## config.mk

```make
export PLATFORM = sky130hd
export DESIGN_NAME = ysyx_23060337_pipe_buf
export DESIGN_NICKNAME = d
export VERILOG_FILES = /design/src/rtl/ysyx_23060337_pipe_buf_pkg.sv /design/src/rtl/ysyx_23060337_pipe_buf_wrap_ctr.sv /design/src/rtl/ysyx_23060337_pipe_buf.sv
export SDC_FILE = /design/constraint.sdc
export NUM_CORES = 1
export LEC_CHECK = 0
export ABC_AREA = 1
export ABC_CLOCK_PERIOD_IN_PS = 2260
export CAP_MARGIN = 25
export CORE_MARGIN = 2
export CORE_UTILIZATION = 35
export DETAILED_ROUTE_END_ITERATION = 10
export HOLD_SLACK_MARGIN = 0.03
export PLACE_DENSITY = 0.65
export SYNTH_ARGS = -nofsm -noshare
export SYNTH_HDL_FRONTEND = slang
export SYNTH_SLANG_ARGS = --single-unit
```

## constraint.sdc

```tcl
create_clock -name clk -period 2.26 [get_ports clk]
set_clock_uncertainty 0.15 [all_clocks]
set_input_delay 0.339 -clock clk [delete_from_list [all_inputs] [get_ports clk]]
set_output_delay 0.339 -clock clk [all_outputs]
set_load 0.05 [all_outputs]
```

## src/rtl/ysyx_23060337_pipe_buf_pkg.sv

```systemverilog
// Shared constants and helpers for the NPC elastic pipeline buffers.
// Stage payload widths live here so every stage instance agrees on them.
package ysyx_23060337_pipe_buf_pkg;

    localparam int XLEN    = 32;
    localparam int IF_ID_W = 2 * XLEN;
    localparam int ID_EX_W = 4 * XLEN + 16;
    localparam int EX_LS_W = 3 * XLEN + 8;

    // Pointer width: at least one bit, even for a single-entry buffer.
    function automatic int ptr_width(input int depth);
        int w;
        w = $clog2(depth);
        return (w < 1) ? 1 : w;
    endfunction

    // Occupancy counter width covering 0..depth inclusive.
    function automatic int count_width(input int depth);
        return $clog2(depth + 1);
    endfunction

endpackage

```

## src/rtl/ysyx_23060337_pipe_buf_wrap_ctr.sv

```systemverilog
// Modulo-DEPTH pointer counter with synchronous reset and clear.
// DEPTH need not be a power of two; the wrap is an explicit compare.
module ysyx_23060337_wrap_ctr
    import ysyx_23060337_pipe_buf_pkg::*;
#(
    parameter int DEPTH = 2,
    parameter int W     = ptr_width(DEPTH)
) (
    input  logic         clk,
    input  logic         rst,
    input  logic         clear,
    input  logic         inc,
    output logic [W-1:0] value
);

    localparam logic [W-1:0] LAST = W'(DEPTH - 1);

    always_ff @(posedge clk) begin
        if (rst || clear) begin
            value <= '0;
        end else if (inc) begin
            value <= (value == LAST) ? '0 : value + 1'b1;
        end
    end

endmodule

```

## src/rtl/ysyx_23060337_pipe_buf.sv

```systemverilog
// Elastic pipeline register: DEPTH-entry FIFO with valid/ready on both sides.
// in_ready/out_valid come only from the registered count, so no ready path crosses stages.
module ysyx_23060337_pipe_buf
    import ysyx_23060337_pipe_buf_pkg::*;
#(
    parameter int               WIDTH     = 32,
    parameter int               DEPTH     = 2,
    parameter logic [WIDTH-1:0] RESET_VAL = '0
) (
    input  logic                             clk,
    input  logic                             rst,
    input  logic                             flush,
    input  logic                             in_valid,
    output logic                             in_ready,
    input  logic [WIDTH-1:0]                 in_data,
    output logic                             out_valid,
    input  logic                             out_ready,
    output logic [WIDTH-1:0]                 out_data,
    output logic [count_width(DEPTH)-1:0]    count
);

    localparam int               PW   = ptr_width(DEPTH);
    localparam int               CW   = count_width(DEPTH);
    localparam logic [CW-1:0]    FULL = CW'(DEPTH);

    // Handshake: a word moves when valid and ready are both high at a posedge.
    logic          push;
    logic          pop;
    logic [PW-1:0] wr_ptr;
    logic [PW-1:0] rd_ptr;
    logic [WIDTH-1:0] mem [DEPTH];

    assign in_ready  = (count != FULL);
    assign out_valid = (count != '0);
    assign push      = in_valid && in_ready;
    assign pop       = out_valid && out_ready;
    assign out_data  = out_valid ? mem[rd_ptr] : RESET_VAL;

    ysyx_23060337_wrap_ctr #(
        .DEPTH (DEPTH),
        .W     (PW)
    ) u_wr_ctr (
        .clk   (clk),
        .rst   (rst),
        .clear (flush),
        .inc   (push),
        .value (wr_ptr)
    );

    ysyx_23060337_wrap_ctr #(
        .DEPTH (DEPTH),
        .W     (PW)
    ) u_rd_ctr (
        .clk   (clk),
        .rst   (rst),
        .clear (flush),
        .inc   (pop),
        .value (rd_ptr)
    );

    // Flush shares the reset path so a redirect leaves no stale payload behind.
    always_ff @(posedge clk) begin
        if (rst || flush) begin
            for (int i = 0; i < DEPTH; i++) begin
                mem[i] <= RESET_VAL;
            end
        end else if (push) begin
            mem[wr_ptr] <= in_data;
        end
    end

    always_ff @(posedge clk) begin
        if (rst || flush) begin
            count <= '0;
        end else begin
            case ({push, pop})
                2'b10:   count <= count + 1'b1;
                2'b01:   count <= count - 1'b1;
                default: count <= count;
            endcase
        end
    end

endmodule

```

Word-level counts from Yosys, hierarchy flattened --
Memory sizes are Yosys's and may differ from the RTL's. A register that Yosys moved wholly into a read port is not among the register bits. Index checks and enable logic that the tools add are counted. Widths: inputs -> output; s select.
Word-level totals: register bits 4, memory bits (writable) 64, input port bits 37, memories kept 1
Memories:
- mem | depth 2, bits a word 32, read ports 1, clocked after memory_dff 1, write ports 2, RTL line ysyx_23060337_pipe_buf.sv:31 | logic [WIDTH-1:0] mem [DEPTH];
Cells by class: $add $sub $neg 4, equal/unequal tests 3, mux-type cells 14, reduce and logical (&&, ||, !) cells 6
Operators by type and width (count):
- $mux 32 | 2
- $reduce_or 32->1 | 1
- $mux 1 | 11
- $pmux 2 s2 | 1
- $reduce_bool 2->1 | 2
- $add 1x1->1 const B | 2
- $add 2x1->2 const B | 1
- $eq 2x1->1 const B | 1
- $eq 2x2->1 const B | 1
- $logic_and 1x1->1 | 2
- $ne 2x2->1 const B | 1
- $sub 2x1->2 const B | 1
- $logic_or 1x1->1 | 1

Depth between registers and ports, before layout --
depth in word-level cells 7, depth in mapped cells 9, gate-level depth less buffers 9

Modules after synthesis --
From an unflattened synthesis, not the netlist that was laid out.
Second synthesis, totals: cells, all modules 315, area, all modules 3091.7 µm²
By module, submodules not included:
- ysyx_23060337_pipe_buf | times used 1, cells each 303, area an instance 3009.1 µm², seq. area each 1961.9 µm²
- ysyx_23060337_wrap_ctr | times used 2, cells each 6, area an instance 41.3 µm², seq. area each 20.0 µm²

Least setup slack after synthesis --
No wires, ideal clock.
path type reg-to-reg, from register count[0], to memory mem[0][0] (enable), setup time 389 ps, data arrival time 2177 ps, data required time 1721 ps, slack -457 ps, stages on the path, launching flop included 8, path through dfxtp_1 > inv_2 > nand2_4 > nand2_4 > nor2_4 > nand2_4 > buf_12 > nand2_1
RTL lines:
- start: declaration | RTL line ysyx_23060337_pipe_buf.sv:19 | output logic [count_width(DEPTH)-1:0] count
- start signal: assignment | RTL line ysyx_23060337_pipe_buf.sv:77 | 2'b10: count <= count + 1'b1;
- start signal: assignment | RTL line ysyx_23060337_pipe_buf.sv:78 | 2'b01: count <= count - 1'b1;
- start signal: assignment | RTL line ysyx_23060337_pipe_buf.sv:79 | default: count <= count;
- end: declaration | RTL line ysyx_23060337_pipe_buf.sv:31

Worst setup path after layout --
from register count[0], to output in_ready
Between the ends: longest elaborated chain between the ends 1
Ends and longest elaborated chain:
- $ne 2x2->1 | RTL line ysyx_23060337_pipe_buf.sv:33 | assign in_ready = (count != FULL);
- end: declaration | RTL line ysyx_23060337_pipe_buf.sv:14 | output logic in_ready,
No other way between the ends.

==> impl_metrics.tcl <==
set metrics [dict create \
    run_status "finished, final reports clean" \
    max_freq_mhz 461 \
    start_util_pct 36.2 \
    worstPathMaxFanout 5 \
    fin_nets 431 \
    grt_start_max_net_pins 34 \
    grt_pass1_vias 2349 \
    slowest_stage "clkdlybuf4s50_1" \
    io_pins 73 \
    synth.top_cell.area_share_pct 57.4 \
    gp_congestion 0.715 \
    antenna_found_initial 0 \
    hp-class "reg -> reg" \
    rsz0062_at_grt "false" \
    holdCritStartpoint "u_rd_ctr.value" \
    synthFlopType "edfxtp_1" \
    rows 35 \
    yosys.area.top_type "edfxtp_1" \
    path_cells "inv_2, nand2_4, clkdlybuf4s50_1" \
    via_per_inst 4.31 \
    relSlewSlack_pct 66.3 \
    crit_buf_inv 2 \
    clock_sinks 69 \
    clk_latency_ps 340 \
    path_class "reg -> out" \
    htree_num_levels 3 \
    first_pass_iters 4 \
    netlist_area_mm2 0.00335 \
    tritoncts "done" \
    r2r_end "count[1]" \
    core_mm2 0.00924 \
    grt_usage_pct 13.9 \
    post_cts_buffers 0 \
    startpoint_type "flip-flop" \
    finalCritPeriodShare_pct 96.0 \
    r2r_setup_slack_ps 510 \
    power_density_mw_per_mm2 656 \
    synth_cell_type_count 20 \
    cts_buffer_depth 2 \
    area_growth_pct 30.4 \
    avgSynthCellArea_um2 10.7 \
    fillers 861 \
    worst_setup_path_end_kind "output port" \
    grt_pass1_wl_um 10900 \
    drt_iter0_markers 58 \
    worstReg2RegStart "count[1]" \
    hold_depth 2 \
    ys.warnings.count 0 \
    holdWs_ps 360 \
    wirelength_um 6530 \
    drive_gt1_share_pct 25.6 \
    maxSlewViolCount 0 \
    required_ps 1770 \
    routedWlPerCell_um 12.4 \
    port_buffers 72 \
    syn-num-nets 351 \
    die_x_um 102 \
    hold_violations 0 \
    clk_pin_slew_ps 80 \
    fin_crit_ps 2170 \
    hold_buffers 0 \
    grt_overflow 0 \
    cap_violations 0 \
    worst_slew_pin_slew_ps 504 \
    vias 2270 \
    final_util_pct 47.2 \
    critPathArrivalTime_ps 1680 \
    die_h_um 102 \
    finalSetupTns_ps 0 \
    finalSetupViolCount 0 \
    cp_slowest_stage_delay_ps 800 \
    drc 0 \
    cpLargestDelayFamily "buffers and inverters" \
    cts.repair.resized 0 \
    synth-edff-count 64 \
    synthTopCellsByArea "edfxtp_1 (57%), nor2_4 (9.8%), nand2_1 (8.2%)" \
    ant_nets 0 \
    numCtsBuffers 9 \
    power.leakage_nw 1.79 \
    async_reset_ff_share_pct 0 \
    diodes 0 \
    synth-seq-cells 69 \
    dp_hpwl_um 4440 \
    peakVddDrop_v 0.000250 \
    rr_worst_depth 9 \
    cp-startpoint "count[0]" \
    yosysSeqAreaShare_pct 60.4 \
    hold_end "u_rd_ctr.value" \
    fp.dieArea_mm2 0.0104 \
    root_buffer "clkbuf_8" \
    synth_cells 313 \
]
power breakdown:
group / leakage [nW] / switching [mW] / internal [mW]
logic: 0.937 / 0.231 / 0.142
clock network: 0.0935 / 0.492 / 0.513
registers: 0.757 / 0.0213 / 1.46
total: 1.79 / 0.744 / 2.12
state kept, by name (all words and copies together), names as in the netlist, named ones only:
register        cells
count               2
mem                64
u_rd_ctr.value      1
u_wr_ctr.value      1
synth_stat cells (2+ instances only):
cell type	n
buf_2	7
nor2_1	44
clkbuf_1	3
buf_6	3
nor2_4	29
buf_12	3
inv_1	37
nand2_4	3
inv_2	2
nand2_1	73
edfxtp_1	64
a21oi_1	33
dfxtp_1	5
metrics by stage:
step                      power [mW]  cell area, µm²  setup WS, ps  cells
final                           2.86            4360          91.1    527
after CTS                       2.89            4360          70.9    527
after floorplan                 1.74            3350          70.0    313
after global routing            2.97            4360          41.4    527
after global placement          1.89            4170           338    511
after detailed placement        1.89            4170           315    511
worst max path at each step:
stage | end | cells past startpoint
detailed placement | mem[0][25] | 5
global route | in_ready | 3
finish | in_ready | 3
CTS | in_ready | 3
floorplan | mem[0][0] | 7
global placement | mem[0][29] | 5
kinds of logic after synthesis:
group                      after synthesis  share of synthesized area, %
DFF                                     69                          60.4
buffers and inverters                   55                          8.56
AOI/OAI and AO/OA                       34                          5.09
and+or+nand+nor                        154                          25.5
adders and majority gates                1                         0.374
area by class of cell:
type / instances / area, µm² / share of cell area, %
sequential: 69 / 2020 / 46.4
timing repair buffer: 85 / 786 / 18.0
multi-input combinational: 189 / 1050 / 24.0
inverter: 39 / 146 / 3.35
tap: 129 / 161 / 3.70
clock buffer: 9 / 124 / 2.84
clock inverter: 7 / 75.1 / 1.72
cells in the final DEF (no fill, tap or decap), drive strengths merged:
cell | netlist | layout
nand4 | 1 | 1
buf | 13 | 46
a21oi | 33 | 33
clkinvlp | 0 | 2
clkdlybuf4s50 | 0 | 39
clkinv | 0 | 3
edfxtp | 64 | 64
inv | 39 | 40
dfxtp | 5 | 5
o21ai | 1 | 1
ha | 1 | 1
nand3 | 2 | 2
clkbuf | 3 | 9
nor2 | 75 | 75
nand2 | 76 | 76
bufinv | 0 | 1
tightest hold or removal path: stages (launching register included):
cell,delay (ps)
dfxtp_1,330
nor2_1,60
nor2_1,90
layer usage:
layer	global-route usage (%)	vias to the layer above	routed length [µm]
li1	-	1156	-
met1	17.3	1056	2900
met2	23.4	49	3230
met3	3.31	9	307
met4	5.30	0	94
met5	0	-	0
Note: power is estimated with default switching activity, not from simulation.
